==> src/rtl/shazam_pkg.sv <==
// Shared defaults and state encoding for the peak serializer.
package shazam_pkg;

   localparam int unsigned N_PEAKS_DEF = 16;
   localparam int unsigned FREQ_W_DEF  = 9;
   localparam int unsigned MAG_W_DEF   = 16;
   localparam logic [8:0]  MARKER_DEF  = 9'h1FF;

   typedef enum logic [1:0] {
      IDLE = 2'd0,
      SCAN = 2'd1,
      HOLD = 2'd2,
      MARK = 2'd3
   } ser_state_t;

endpackage : shazam_pkg

==> src/rtl/peak_serializer.sv <==
// Walks a captured spectral-peak array and emits the frequency bin of every
// entry whose magnitude meets the threshold, then an optional end-of-frame
// marker, over a valid/ready stream.
module peak_serializer
   import shazam_pkg::*;
#(
   parameter int unsigned       N_PEAKS     = N_PEAKS_DEF,
   parameter int unsigned       FREQ_W      = FREQ_W_DEF,
   parameter int unsigned       MAG_W       = MAG_W_DEF,
   parameter int unsigned       ENTRY_W     = FREQ_W + MAG_W,
   parameter logic [FREQ_W-1:0] MARKER      = FREQ_W'(MARKER_DEF),
   parameter bit                EMIT_MARKER = 1'b1
) (
   input  logic               clk,
   input  logic               rst_n,
   input  logic               load,
   input  logic [ENTRY_W-1:0] data_in [N_PEAKS],
   input  logic [MAG_W-1:0]   mag_threshold,
   input  logic               out_ready,
   output logic [FREQ_W-1:0]  out_data,
   output logic               out_valid,
   output logic               busy,
   output logic               frame_dropped
);

   localparam int unsigned     IDX_W    = (N_PEAKS > 1) ? $clog2(N_PEAKS) : 1;
   localparam logic [IDX_W-1:0] LAST_IDX = IDX_W'(N_PEAKS - 1);

   ser_state_t          r_state;
   ser_state_t          w_state_nxt;
   logic [IDX_W-1:0]    r_idx;
   logic [IDX_W-1:0]    w_idx_nxt;
   logic [FREQ_W-1:0]   r_out_data;
   logic [FREQ_W-1:0]   w_data_nxt;
   logic                r_out_valid;
   logic                w_valid_nxt;
   logic                r_busy;
   logic                r_dropped;
   logic                w_dropped_nxt;
   logic                w_capture;
   logic                w_advance;
   logic [ENTRY_W-1:0]  r_entries [N_PEAKS];
   logic [MAG_W-1:0]    r_thr;
   logic [ENTRY_W-1:0]  w_entry;
   logic [FREQ_W-1:0]   w_freq;
   logic [MAG_W-1:0]    w_mag;
   logic                w_last;

   assign w_entry = r_entries[r_idx];
   assign w_freq  = w_entry[ENTRY_W-1:MAG_W];
   assign w_mag   = w_entry[MAG_W-1:0];
   assign w_last  = (r_idx == LAST_IDX);

   // Frame capture; contents are only meaningful once a load was accepted.
   always_ff @(posedge clk) begin
      if (w_capture) begin
         r_entries <= data_in;
         r_thr     <= mag_threshold;
      end
   end

   // State and output registers.
   always_ff @(posedge clk or negedge rst_n) begin
      if (!rst_n) begin
         r_state     <= IDLE;
         r_idx       <= '0;
         r_out_data  <= '0;
         r_out_valid <= 1'b0;
         r_busy      <= 1'b0;
         r_dropped   <= 1'b0;
      end else begin
         r_state     <= w_state_nxt;
         r_idx       <= w_idx_nxt;
         r_out_data  <= w_data_nxt;
         r_out_valid <= w_valid_nxt;
         r_busy      <= (w_state_nxt != IDLE);
         r_dropped   <= w_dropped_nxt;
      end
   end

   // Next-state and next-output logic.
   always_comb begin
      w_state_nxt   = r_state;
      w_idx_nxt     = r_idx;
      w_data_nxt    = r_out_data;
      w_valid_nxt   = r_out_valid;
      w_dropped_nxt = load && (r_state != IDLE);
      w_capture     = 1'b0;
      w_advance     = 1'b0;

      case (r_state)
         IDLE: begin
            if (load) begin
               w_capture   = 1'b1;
               w_idx_nxt   = '0;
               w_state_nxt = SCAN;
            end
         end
         SCAN: begin
            if (w_mag >= r_thr) begin
               w_data_nxt  = w_freq;
               w_valid_nxt = 1'b1;
               w_state_nxt = HOLD;
            end else begin
               w_advance = 1'b1;
            end
         end
         HOLD: begin
            if (r_out_valid && out_ready) begin
               w_valid_nxt = 1'b0;
               w_advance   = 1'b1;
            end
         end
         MARK: begin
            if (r_out_valid && out_ready) begin
               w_valid_nxt = 1'b0;
               w_state_nxt = IDLE;
            end
         end
         default: begin
            w_valid_nxt = 1'b0;
            w_state_nxt = IDLE;
         end
      endcase

      // Move past the current entry: next entry, marker, or done.
      if (w_advance) begin
         if (!w_last) begin
            w_idx_nxt   = r_idx + IDX_W'(1);
            w_state_nxt = SCAN;
         end else if (EMIT_MARKER) begin
            w_data_nxt  = MARKER;
            w_valid_nxt = 1'b1;
            w_state_nxt = MARK;
         end else begin
            w_state_nxt = IDLE;
         end
      end
   end

   assign out_data      = r_out_data;
   assign out_valid     = r_out_valid;
   assign busy          = r_busy;
   assign frame_dropped = r_dropped;

endmodule : peak_serializer

==> config.mk <==
export PLATFORM = sky130hd
export DESIGN_NAME = peak_serializer
export DESIGN_NICKNAME = d
export VERILOG_FILES = /design/src/rtl/shazam_pkg.sv /design/src/rtl/peak_serializer.sv
export SDC_FILE = /design/constraint.sdc
export NUM_CORES = 1
export LEC_CHECK = 0
export ABC_AREA = 1
export BUFFER_PORTS_ARGS = -buffer_cell sky130_fd_sc_hd__buf_2
export CAP_MARGIN = 20
export CELL_PAD_IN_SITES_DETAIL_PLACEMENT = 0
export CELL_PAD_IN_SITES_GLOBAL_PLACEMENT = 1
export CORE_MARGIN = 3
export CORE_UTILIZATION = 38
export DETAILED_ROUTE_END_ITERATION = 10
export PLACE_DENSITY_LB_ADDON = 0.1
export SLEW_MARGIN = 20
export SYNTH_ARGS = -nofsm -noshare
export SYNTH_HDL_FRONTEND = slang
export SYNTH_SLANG_ARGS = --single-unit
==> constraint.sdc <==
create_clock -name clk -period 10.45 [get_ports clk]
set_input_delay 0 -clock clk [delete_from_list [all_inputs] [get_ports clk]]
set_output_delay 0 -clock clk [all_outputs]
set_load 0.1 [all_outputs]
# Word-level counts from Yosys, hierarchy flattened
# Cells that the tools add are included.
word_totals:
  out_inout_bits: 12
  word_cells: 64
  regBits: 434
  input_bits: 420
classes:
  add_sub_neg: 1
  n_bitwise: 1
  n_eq_ne: 4
  order_cmp: 2
  muxes: 27
  reduce_logical: 6
op_table:
  columns: ["operator", "n"]
  rows:
  - ["binary-select mux 25 bit (select 4 bit)", 1]
  - ["2-to-1 mux 25 bit", 2]
  - ["2-to-1 mux 9 bit", 4]
  - ["greater-or-equal comparator 16 bit", 1]
  - ["2-to-1 mux 4 bit", 4]
  - ["2-to-1 mux 2 bit", 5]
  - ["2-to-1 mux 1 bit", 8]
  - ["case mux 2 bit (3 select lines)", 1]
  - ["greater-or-equal comparator 5 bit, second input constant", 1]
  - ["NOT 4 -> 5 bit", 1]
  - ["adder 4 x 1 -> 4 bit, second input constant", 1]
  - ["equality test 2 bit, second input constant", 2]
  - ["equality test 4 bit, second input constant", 1]
  - ["case mux 1 bit (2 select lines)", 2]
  - ["nonzero test 2 bit", 2]
  - ["equality test 2 x 1 -> 1 bit, second input constant", 1]
  - ["logical AND 1 bit", 2]
  - ["logical NOT 2 bit", 1]
  - ["OR reduction 2 bit", 1]

# Depth between registers and ports, before layout
# Gate-level depths: netlist of the first run.
depth:
  depth_word: 9
  ltp_mapped: 24
  depth_no_buf: 21

# Worst setup path after synthesis of the first run
# No wires, ideal clock.
synth_timing:
  kind: "register -> register"
  startpoint: "reg r_state[0]"
  endpoint: "reg r_idx[3]"
  synth_period_minus_slack_ns: 10.043
  slack_ns: 0.407
  required_ns: 10.325
  setup_time_ns: 0.125
  path_stages_with_launch: 10
  arrival_time_ns: 9.918
  n_path_buf: 0
  cell_sequence: "dfrtp_1 > inv_1 > ha_1 > nand2_1 > inv_1 > nor2_1 > a22oi_1 > o21ai_0 > nand2_1 > nand2_1"
synth_via:
  elab_chain_len: 4
  elab_cells_between_ends: 7
  classes_between: "eq/ne: 2; mux: 4; reduce/logical: 1"
synth_lines:
  columns: ["element", "line", "text"]
  rows:
  - ["from (decl)", "peak_serializer.sv:29", "ser_state_t r_state;"]
  - ["from (signal assigned)", "peak_serializer.sv:72", "r_state <= w_state_nxt;"]
  - ["logical NOT 2 bit", "peak_serializer.sv:91", "case (r_state)"]
  - ["2-to-1 mux 4 bit", "peak_serializer.sv:91", null]
  - ["2-to-1 mux 4 bit", "peak_serializer.sv:128", "if (!w_last) begin"]
  - ["2-to-1 mux 4 bit (*)", "peak_serializer.sv:127", "if (w_advance) begin"]
  - ["named net w_idx_nxt[3]", "peak_serializer.sv:32", "logic [IDX_W-1:0] w_idx_nxt;"]
  - ["to (signal assigned)", "peak_serializer.sv:73", "r_idx <= w_idx_nxt;"]
  - ["to (decl)", "peak_serializer.sv:31", "logic [IDX_W-1:0] r_idx;"]
# Mark *: on every way through the listed nets, which the timed path passes. The rest lies on a longest branch.
# A chain may end at the register's enable or synchronous reset.

# Worst setup path in the final report of the first run
layout_timing:
  startpoint: "reg r_idx[0]"
  endpoint: "reg r_out_data[6], in the netlist out_data[6]"
layout_via:
  elab_chain_len: 9
  elab_cells_between_ends: 12
  classes_between: "order compare: 1; eq/ne: 1; mux: 9; bitwise: 1"
layout_lines:
  columns: ["element", "line", "text"]
  rows:
  - ["NOT 4 -> 5 bit (implied by the code)", "peak_serializer.sv:49", "assign w_entry = r_entries[r_idx];"]
  - ["binary-select mux 25 bit (select 4 bit)", "peak_serializer.sv:49", null]
  - ["2-to-1 mux 25 bit (implied by the code) (2 in series)", "peak_serializer.sv:49", null]
  - ["greater-or-equal comparator 16 bit", "peak_serializer.sv:100", "if (w_mag >= r_thr) begin"]
  - ["2-to-1 mux 9 bit", "peak_serializer.sv:100", null]
  - ["2-to-1 mux 9 bit", "peak_serializer.sv:91", null]
  - ["2-to-1 mux 9 bit", "peak_serializer.sv:128", null]
  - ["2-to-1 mux 9 bit (*)", "peak_serializer.sv:127", null]
  - ["named net w_data_nxt[6]", "peak_serializer.sv:34", "logic [FREQ_W-1:0] w_data_nxt;"]
  - ["to (signal assigned)", "peak_serializer.sv:74", "r_out_data <= w_data_nxt;"]
  - ["to (decl)", "peak_serializer.sv:33", "logic [FREQ_W-1:0] r_out_data;"]
# Mark *: on every way through the listed nets, which the timed path passes. The rest lies on a longest branch. The select of a mux whose other input is x is not followed.

==> flow_summary.toml, run 1 <==
[flow_run]
max_cap_viol_count = 0

[detailed_routing]
routed_via_density = 5.00
drt-total-wl_um = 57900
first_pass_iters = 6
drt-initial-drc-count = 1102
vias = 13800
ant_nets = 0
route.detailed.drc = 0
wl_per_cell_um = 21.0

[timing]
maxSlewHeadroom_pct = 29.8
grt_setup_unrepaired = "no"
setup_tns_ns = 0
min_period_ns = 5.11
setup_viol = 0
max_freq_mhz = 196
worst_pin_slew_ns = 1.05
period_share_pct = 48.9
clock_skew_ns = 0.0184
slew_viol_final = 0
finalHoldViolCount = 0

[layout]
drive_above_1_share_pct = 24.7
seqCellArea_mm2 = 0.0130
final_cell_mix = "buf_2 (431), dlygate4sd3_1 (420), edfxtp_1 (416)"
fin_util_pct = 57.6
area_growth_pct = 48.1
layout_commonest_cell = "buf_2"
nets = 2566
nFillCells = 3661
multiInputGateArea_mm2 = 0.00382

[cts]
clkTransAtPathRegs_ns = 0.06
cts_hold_buf = 420
post_cts_buffers = 0
cts_tree = "built"
cts_made_buffers = 48
clock_path_buffers = 3
insertion_delay_ns = 0.58
cts-root-buf = "clkbuf_16"
clkSinkCount = 434
cts_max_level = 2
cts_resized = 0

[floorplanning]
dieArea_mm2 = 0.0483
dieHeight_um = 220
initial_core_util_pct = 38.9
rows = 77
ios = 432
die_w_um = 220
fp.coreArea_mm2 = 0.0447

[synth]
synthDominantCellAreaShare_pct = 71.9
synthTopCellsByArea = "edfxtp_1 (72%), o21ai_0 (5.6%), nor2_1 (5.1%)"
syn_area_mm2 = 0.0174
ys_warn_count = 0
syn_nets = 1739
ys_ff_latch = 434
avgSynthCellArea_um2 = 13.4
synth_top_cell_by_area = "edfxtp_1"
synth.distinct_cells = 30
synth.yosys.seq_area_share_pct = 74.5
syn_inst = 1298

[grt]
grt_start_max_net_pins = 195
grt_pass1_vias = 14500
grt_use_total_pct = 23.7
grt_pass1_wl_um = 85600
antenna_found_initial = 5
overflow = 0

[setup_path]
startpoint_type = "register"
cp.arrival_ns = 5.61
crit_chain = "inv_6, buf_4, o21ai_0, o221ai_1, o211ai_1, nand2_1, ha_1, nand2_1, nand2_1, nand3_1, a21oi_1, nor2_1, nand3_1, nand2_1, nand3_1, nand3_1"
r2r_start = "r_idx[0]$_DFF_PN0_"
critPathKind = "reg2reg"
cp_max_fo = 107
cp_top_family = "buffers and inverters"
r2r-end = "out_data[6]$_DFF_PN0_"
end_kind = "register"
cp.buffers_inverters = 2
slowest_stage = "buf_4"
r2r_cells = 16
slowest_delay_ns = 0.90
cp_data_required_time_ns = 10.95
worst-r2r-setup-slack_ns = 5.34

[outcome]
status = "completed"

[pwr]
irDropWorstVdd_v = 0.000192
power_density_mw_per_mm2 = 229
p_leak_nw = 9.93

[min_path]
worstHoldPathType = "in2reg"
hp-start = "data_in[29]"
hold_end = "r_entries[29]$_DFFE_PP_"
worstHoldPathCells = 2

[placed_design]
io_buffer_count = 431
gp_congestion = 0.778
place_hpwl_um = 35900
synthesized netlist by cell type:
library cell	n
nand2_2	1
buf_2	20
buf_8	2
o21a_1	1
dfrtp_1	18
nand3_1	35
o22ai_1	24
inv_1	35
o211ai_1	36
edfxtp_1	416
a21oi_1	6
clkbuf_2	1
o221ai_1	49
nor2_1	234
nor3_2	1
buf_6	10
o21ai_1	40
o21bai_1	1
buf_4	8
o21ai_0	194
ha_1	21
nand2_1	80
a22oi_1	1
nand4_1	11
inv_4	1
buf_1	5
clkbuf_1	39
nor2_2	6
inv_2	1
a21boi_0	1
power by group:
part	internal (mW)	switching, mW
sequential	2.36	0.124
clock	1.01	0.700
combinational	0.519	1.17
total	3.89	2.00
flip-flops by register name, summed over array words and instances, names as in the netlist:
name           cells
r_thr             16
busy               1
r_entries        400
r_idx              4
out_data           9
r_state            2
out_valid          1
frame_dropped      1
logic make-up after synthesis:
logic type	after synthesis	share of synthesized area, %
flops	434	74.5
simple gates	368	8.50
fa+ha+maj	21	1.51
compound gates	353	12.0
buf+inv	122	3.54
how the worst max path moves through the flow:
stage / cells past startpoint / slack (ns) / from / to
finish: 16 / 5.34 / r_idx[0]$_DFF_PN0_ / out_data[6]$_DFF_PN0_
global route: 16 / 4.85 / r_idx[0]$_DFF_PN0_ / out_data[5]$_DFF_PN0_
CTS: 16 / 5.31 / r_idx[0]$_DFF_PN0_ / out_data[1]$_DFF_PN0_
detailed placement: 16 / 5.33 / r_idx[0]$_DFF_PN0_ / out_data[1]$_DFF_PN0_
global placement: 16 / 5.39 / r_idx[0]$_DFF_PN0_ / out_valid$_DFF_PN0_
floorplan: 9 / 0.41 / r_state[0]$_DFF_PN0_ / r_idx[3]$_DFF_PN0_
layout make-up:
cell class,instances,area share [%]
multi-input cells,742,14.8
well taps,592,2.88
clock inverters,34,1.26
flip-flops and latches,434,50.3
inverters,37,0.588
diodes,6,0.0583
clock buffers,54,4.88
repair buffers,862,25.2
routing by layer:
metal | global-route usage [%] | part of all wire (%) | vias up
li1 | - | - | 6509
met1 | 30.0 | 40 | 6649
met2 | 40.1 | 50 | 533
met3 | 4.43 | 6.3 | 127
met4 | 10.0 | 3.8 | 0
met5 | 0 | 0 | -
stage by stage:
| step | setup WS (ns) | hold WS, ns | instances | instance area [um^2] | power, mW |
|---|---|---|---|---|---|
| after floorplan | 0.407 | -0.296 | 1298 | 17400 | 3.74 |
| after global placement | 5.39 | -0.0370 | 2246 | 19900 | 4.08 |
| after detailed placement | 5.33 | -0.0268 | 2246 | 19900 | 4.10 |
| after CTS | 5.31 | 0.0868 | 2754 | 25700 | 5.94 |
| after global routing | 4.85 | 0.106 | 2760 | 25700 | 6.21 |
| final | 5.34 | 0.117 | 2761 | 25700 | 5.89 |
No activity file was read; power rests on OpenSTA's default activity.
==> run 2, diff against run 1 <==
--- a/config.mk
+++ b/config.mk
@@ -5,13 +5,13 @@
 export SDC_FILE = /design/constraint.sdc
 export NUM_CORES = 1
 export LEC_CHECK = 0
-export ABC_AREA = 1
+export ABC_AREA = 0
 export BUFFER_PORTS_ARGS = -buffer_cell sky130_fd_sc_hd__buf_2
 export CAP_MARGIN = 20
 export CELL_PAD_IN_SITES_DETAIL_PLACEMENT = 0
 export CELL_PAD_IN_SITES_GLOBAL_PLACEMENT = 1
 export CORE_MARGIN = 3
-export CORE_UTILIZATION = 38
+export CORE_UTILIZATION = 40
 export DETAILED_ROUTE_END_ITERATION = 10
 export PLACE_DENSITY_LB_ADDON = 0.1
 export SLEW_MARGIN = 20
==> constraint.sdc (replaced) <==
create_clock -name clk -period 4.5 [get_ports clk]
set_input_delay 0 -clock clk [delete_from_list [all_inputs] [get_ports clk]]
set_output_delay 0 -clock clk [all_outputs]
set_load 0.1 [all_outputs]
==> flow_summary.toml, run 2 <==
[synth]
syn_nets = 1189
synth.yosys.seq_area_share_pct = 75.8
syn_inst = 748
synthDominantCellAreaShare_pct = 73.2
async_flop_share_pct = 4.15
ys_ff_latch = 434
syn_area_mm2 = 0.0171
yosysMostFrequentCell = "edfxtp_1"
synth_top_cell_by_area = "edfxtp_1"
ys_warn_count = 0
synthTopCellsByArea = "edfxtp_1 (73%), mux4_2 (14%), dfrtp_1 (2.6%)"
synth_edf_count = 416
avgSynthCellArea_um2 = 22.8
synth_commonest_cells = "edfxtp_1 (416), mux4_2 (103), inv_1 (30)"
synth.distinct_cells = 44
ys.flop_type = "edfxtp_1"

[placed_design]
io_buffer_count = 431
place_hpwl_um = 29900
gp_congestion = 0.786
post_dp_cell_area_mm2 = 0.0199

[floorplanning]
rows = 75
initial_core_util_pct = 40.6
dieHeight_um = 213
ios = 432
die_w_um = 213

[cts]
cts_made_buffers = 48
cts_resized = 0
post_cts_buffers = 0
cts_hold_buf = 359
cts_max_level = 2
clkSinkCount = 434
clock_path_buffers = 3
cts-root-buf = "clkbuf_16"

[outcome]
stop_error = "[ERROR RSZ-0060] Max buffer count reached."
status = "did not finish"
haltStage = "clock tree synthesis (4_1_cts)"
-- run 2: stage by stage --
stage,worst slack (ns),utilization (%),std cells
detailed placement,0.394,47.4,1701
global placement,0.467,47.4,1701
floorplan,-2.83,-,748
-- run 2: kinds of logic after synthesis --
group / after synthesis / synth area share (%)
flip-flops: 434 / 75.8
multiplexers: 145 / 17.3
buffers and inverters: 64 / 2.01
AO/OA/AOI/OAI: 48 / 2.19
AND/OR/NAND/NOR: 35 / 1.10
adder cells (fa/ha/maj): 21 / 1.54
XOR/XNOR: 1 / 0.0513
==> run 3, diff against run 2 <==
--- a/config.mk
+++ b/config.mk
@@ -8,12 +8,10 @@
 export ABC_AREA = 0
 export BUFFER_PORTS_ARGS = -buffer_cell sky130_fd_sc_hd__buf_2
 export CAP_MARGIN = 20
-export CELL_PAD_IN_SITES_DETAIL_PLACEMENT = 0
-export CELL_PAD_IN_SITES_GLOBAL_PLACEMENT = 1
 export CORE_MARGIN = 3
-export CORE_UTILIZATION = 40
+export CORE_UTILIZATION = 25
 export DETAILED_ROUTE_END_ITERATION = 10
-export PLACE_DENSITY_LB_ADDON = 0.1
+export PLACE_DENSITY_LB_ADDON = 0.15
 export SLEW_MARGIN = 20
 export SYNTH_ARGS = -nofsm -noshare
 export SYNTH_HDL_FRONTEND = slang
==> constraint.sdc (replaced) <==
create_clock -name clk -period 5.9 [get_ports clk]
set_input_delay 0 -clock clk [delete_from_list [all_inputs] [get_ports clk]]
set_output_delay 0 -clock clk [all_outputs]
set_load 0.1 [all_outputs]
==> flow_summary.toml, run 3 <==
[outcome]
status = "completed"

[cts]
clock_path_buffers = 3
cts-root-buf = "clkbuf_16"
cts_tree = "built"
clkTransAtPathRegs_ns = 0.06
cts_made_buffers = 52
cts_resized = 0
clkSinkCount = 434
cts_max_level = 2
insertion_delay_ns = 0.61

[synth]
ys.flop_type = "edfxtp_1"
yosysMostFrequentCell = "edfxtp_1"
syn_nets = 1189
syn_inst = 748
synth_edf_count = 416
synth.yosys.seq_area_share_pct = 75.8
synth_commonest_cells = "edfxtp_1 (416), mux4_2 (103), inv_1 (30)"
synthDominantCellAreaShare_pct = 73.2
synth_top_cell_by_area = "edfxtp_1"
async_flop_share_pct = 4.15
ys_ff_latch = 434
synth.distinct_cells = 44
ys_warn_count = 0
syn_area_mm2 = 0.0171
avgSynthCellArea_um2 = 22.8
synthTopCellsByArea = "edfxtp_1 (73%), mux4_2 (14%), dfrtp_1 (2.6%)"

[grt]
grt_pass1_vias = 12100
grt_pass1_wl_um = 75000
grt_use_total_pct = 14.2
overflow = 0
grt_start_max_net_pins = 148
antenna_found_initial = 14

[detailed_routing]
drt-total-wl_um = 51500
route.detailed.drc = 0
drt-initial-drc-count = 697
ant_nets = 0
wl_per_cell_um = 20.2
first_pass_iters = 7
routed_via_density = 4.24
vias = 10800

[timing]
finalHoldViolCount = 0
period_share_pct = 78.6
clock_skew_ns = 0.0173
worst_pin_slew_ns = 1.06
setup_viol = 0
grt_setup_unrepaired = "no"
max_freq_mhz = 216
min_period_ns = 4.64
setup_slack_ns = 1.26
slew_viol_final = 0
setup_tns_ns = 0
fin_hold_ws_ns = 0.0993
maxSlewHeadroom_pct = 29.1

[pwr]
switchingPower_mw = 3.18
report.power.total_mw = 10.5
pwr-share-clk_pct = 30.8
intPower_mw = 7.36
irDropWorstVdd_v = 0.000268
swShare_pct = 30.2
power_density_mw_per_mm2 = 402
p_leak_nw = 9.66
power_frac_comb_pct = 27.0
power_frac_seq_pct = 42.1

[floorplanning]
rows = 95
ios = 432
initial_core_util_pct = 25.3
fp.coreArea_mm2 = 0.0674
die_w_um = 267
dieHeight_um = 267
dieArea_mm2 = 0.0715

[setup_path]
cp_data_required_time_ns = 6.34
cp.arrival_ns = 5.08
cp_max_fo = 36
end_kind = "register"
critPathKind = "reg2reg"
startpoint_type = "register"

[layout]
largest_reg_flops = 400
drive_above_1_share_pct = 37.6
largest_register = "r_entries"
area_growth_pct = 53.6
layout_commonest_cell = "buf_2"
final_cell_mix = "buf_2 (431), dlygate4sd3_1 (420), edfxtp_1 (416)"
nets = 2071

[placed_design]
place_hpwl_um = 34300
gp_congestion = 0.718
pre_cts_slack_ns = 1.18
io_buffer_count = 431

[flow_run]
max_cap_viol_count = 0

[min_path]
worstHoldPathType = "in2reg"
-- run 3: worst paths after layout --
check / startpoint / to / slack [ns] / depth (start not counted)
min reg2reg: out_data[2]$_DFF_PN0_ / out_data[2]$_DFF_PN0_ / 0.56 / 2
max reg2reg: r_idx[0]$_DFF_PN0_ / out_valid$_DFF_PN0_ / 1.26 / 9
max in group asynchronous: rst_n / r_idx[1]$_DFF_PN0_ / 4.60 / 3
max: r_idx[0]$_DFF_PN0_ / out_valid$_DFF_PN0_ / 1.26 / 9
min: data_in[281] / r_entries[281]$_DFFE_PP_ / 0.1 / 2
min in group asynchronous: rst_n / r_idx[0]$_DFF_PN0_ / 0.65 / 3
-- run 3: through the flow --
stage / std cells / cell area [um^2] / util (%)
floorplan: 748 / 17100 / -
global placement: 2029 / 20300 / 30.1
detailed placement: 2029 / 20300 / 30.1
CTS: 2545 / 26200 / 38.9
global route: 2553 / 26200 / 38.9
finish: 2555 / 26200 / 38.9
-- run 3: power groups by stage --
stage               Combinational (mW)  Sequential (mW)  Clock, mW
floorplan                         1.69             4.82          0
global placement                  2.65             4.51          0
detailed placement                2.68             4.50          0
CTS                               2.92             4.45       3.38
global route                      3.09             4.50       3.49
finish                            2.85             4.44       3.25
-- run 3: layout make-up --
type / count / area (um^2)
fill: 6173 / 41200
sequential: 434 / 13000
timing repair buffer: 862 / 6490
multi-input combinational: 250 / 3800
clock buffer: 64 / 1360
tap: 873 / 1090
clock inverter: 32 / 369
inverter: 30 / 116
antenna: 10 / 25.0
-- run 3: critical path, stage by stage (launching register included) --
cell,delay (ns)
dfrtp_4,0.42
buf_4,0.59
mux4_2,0.64
mux4_2,0.47
ha_1,0.31
and4_1,0.35
o211ai_1,0.17
o32ai_2,0.88
o22a_1,0.44
o311ai_0,0.19
-- run 3: cells by family after synthesis --
logic type	Yosys count	share of synthesized area, %
DFF	434	75.8
buffers and inverters	64	2.01
and+or+nand+nor	35	1.10
AOI/OAI and AO/OA	48	2.19
adders and majority gates	21	1.54
muxes	145	17.3
xor gates and xnor gates	1	0.0513
-- run 3: timing repair --
action	CTS	global route
setup endpoints to repair	0	0
hold buffers	420	0
hold endpoints to repair	442	0
setup buffers	0	0
-- run 3: per-layer routing --
metal	share of wire [%]	up-vias	wire, um	GRT usage (%)
li1	-	4969	-	-
met1	40	5454	20800	17.5
met2	52	301	26700	24.9
met3	5.1	89	2620	2.99
met4	2.6	8	1360	4.79
met5	0.11	-	55	0
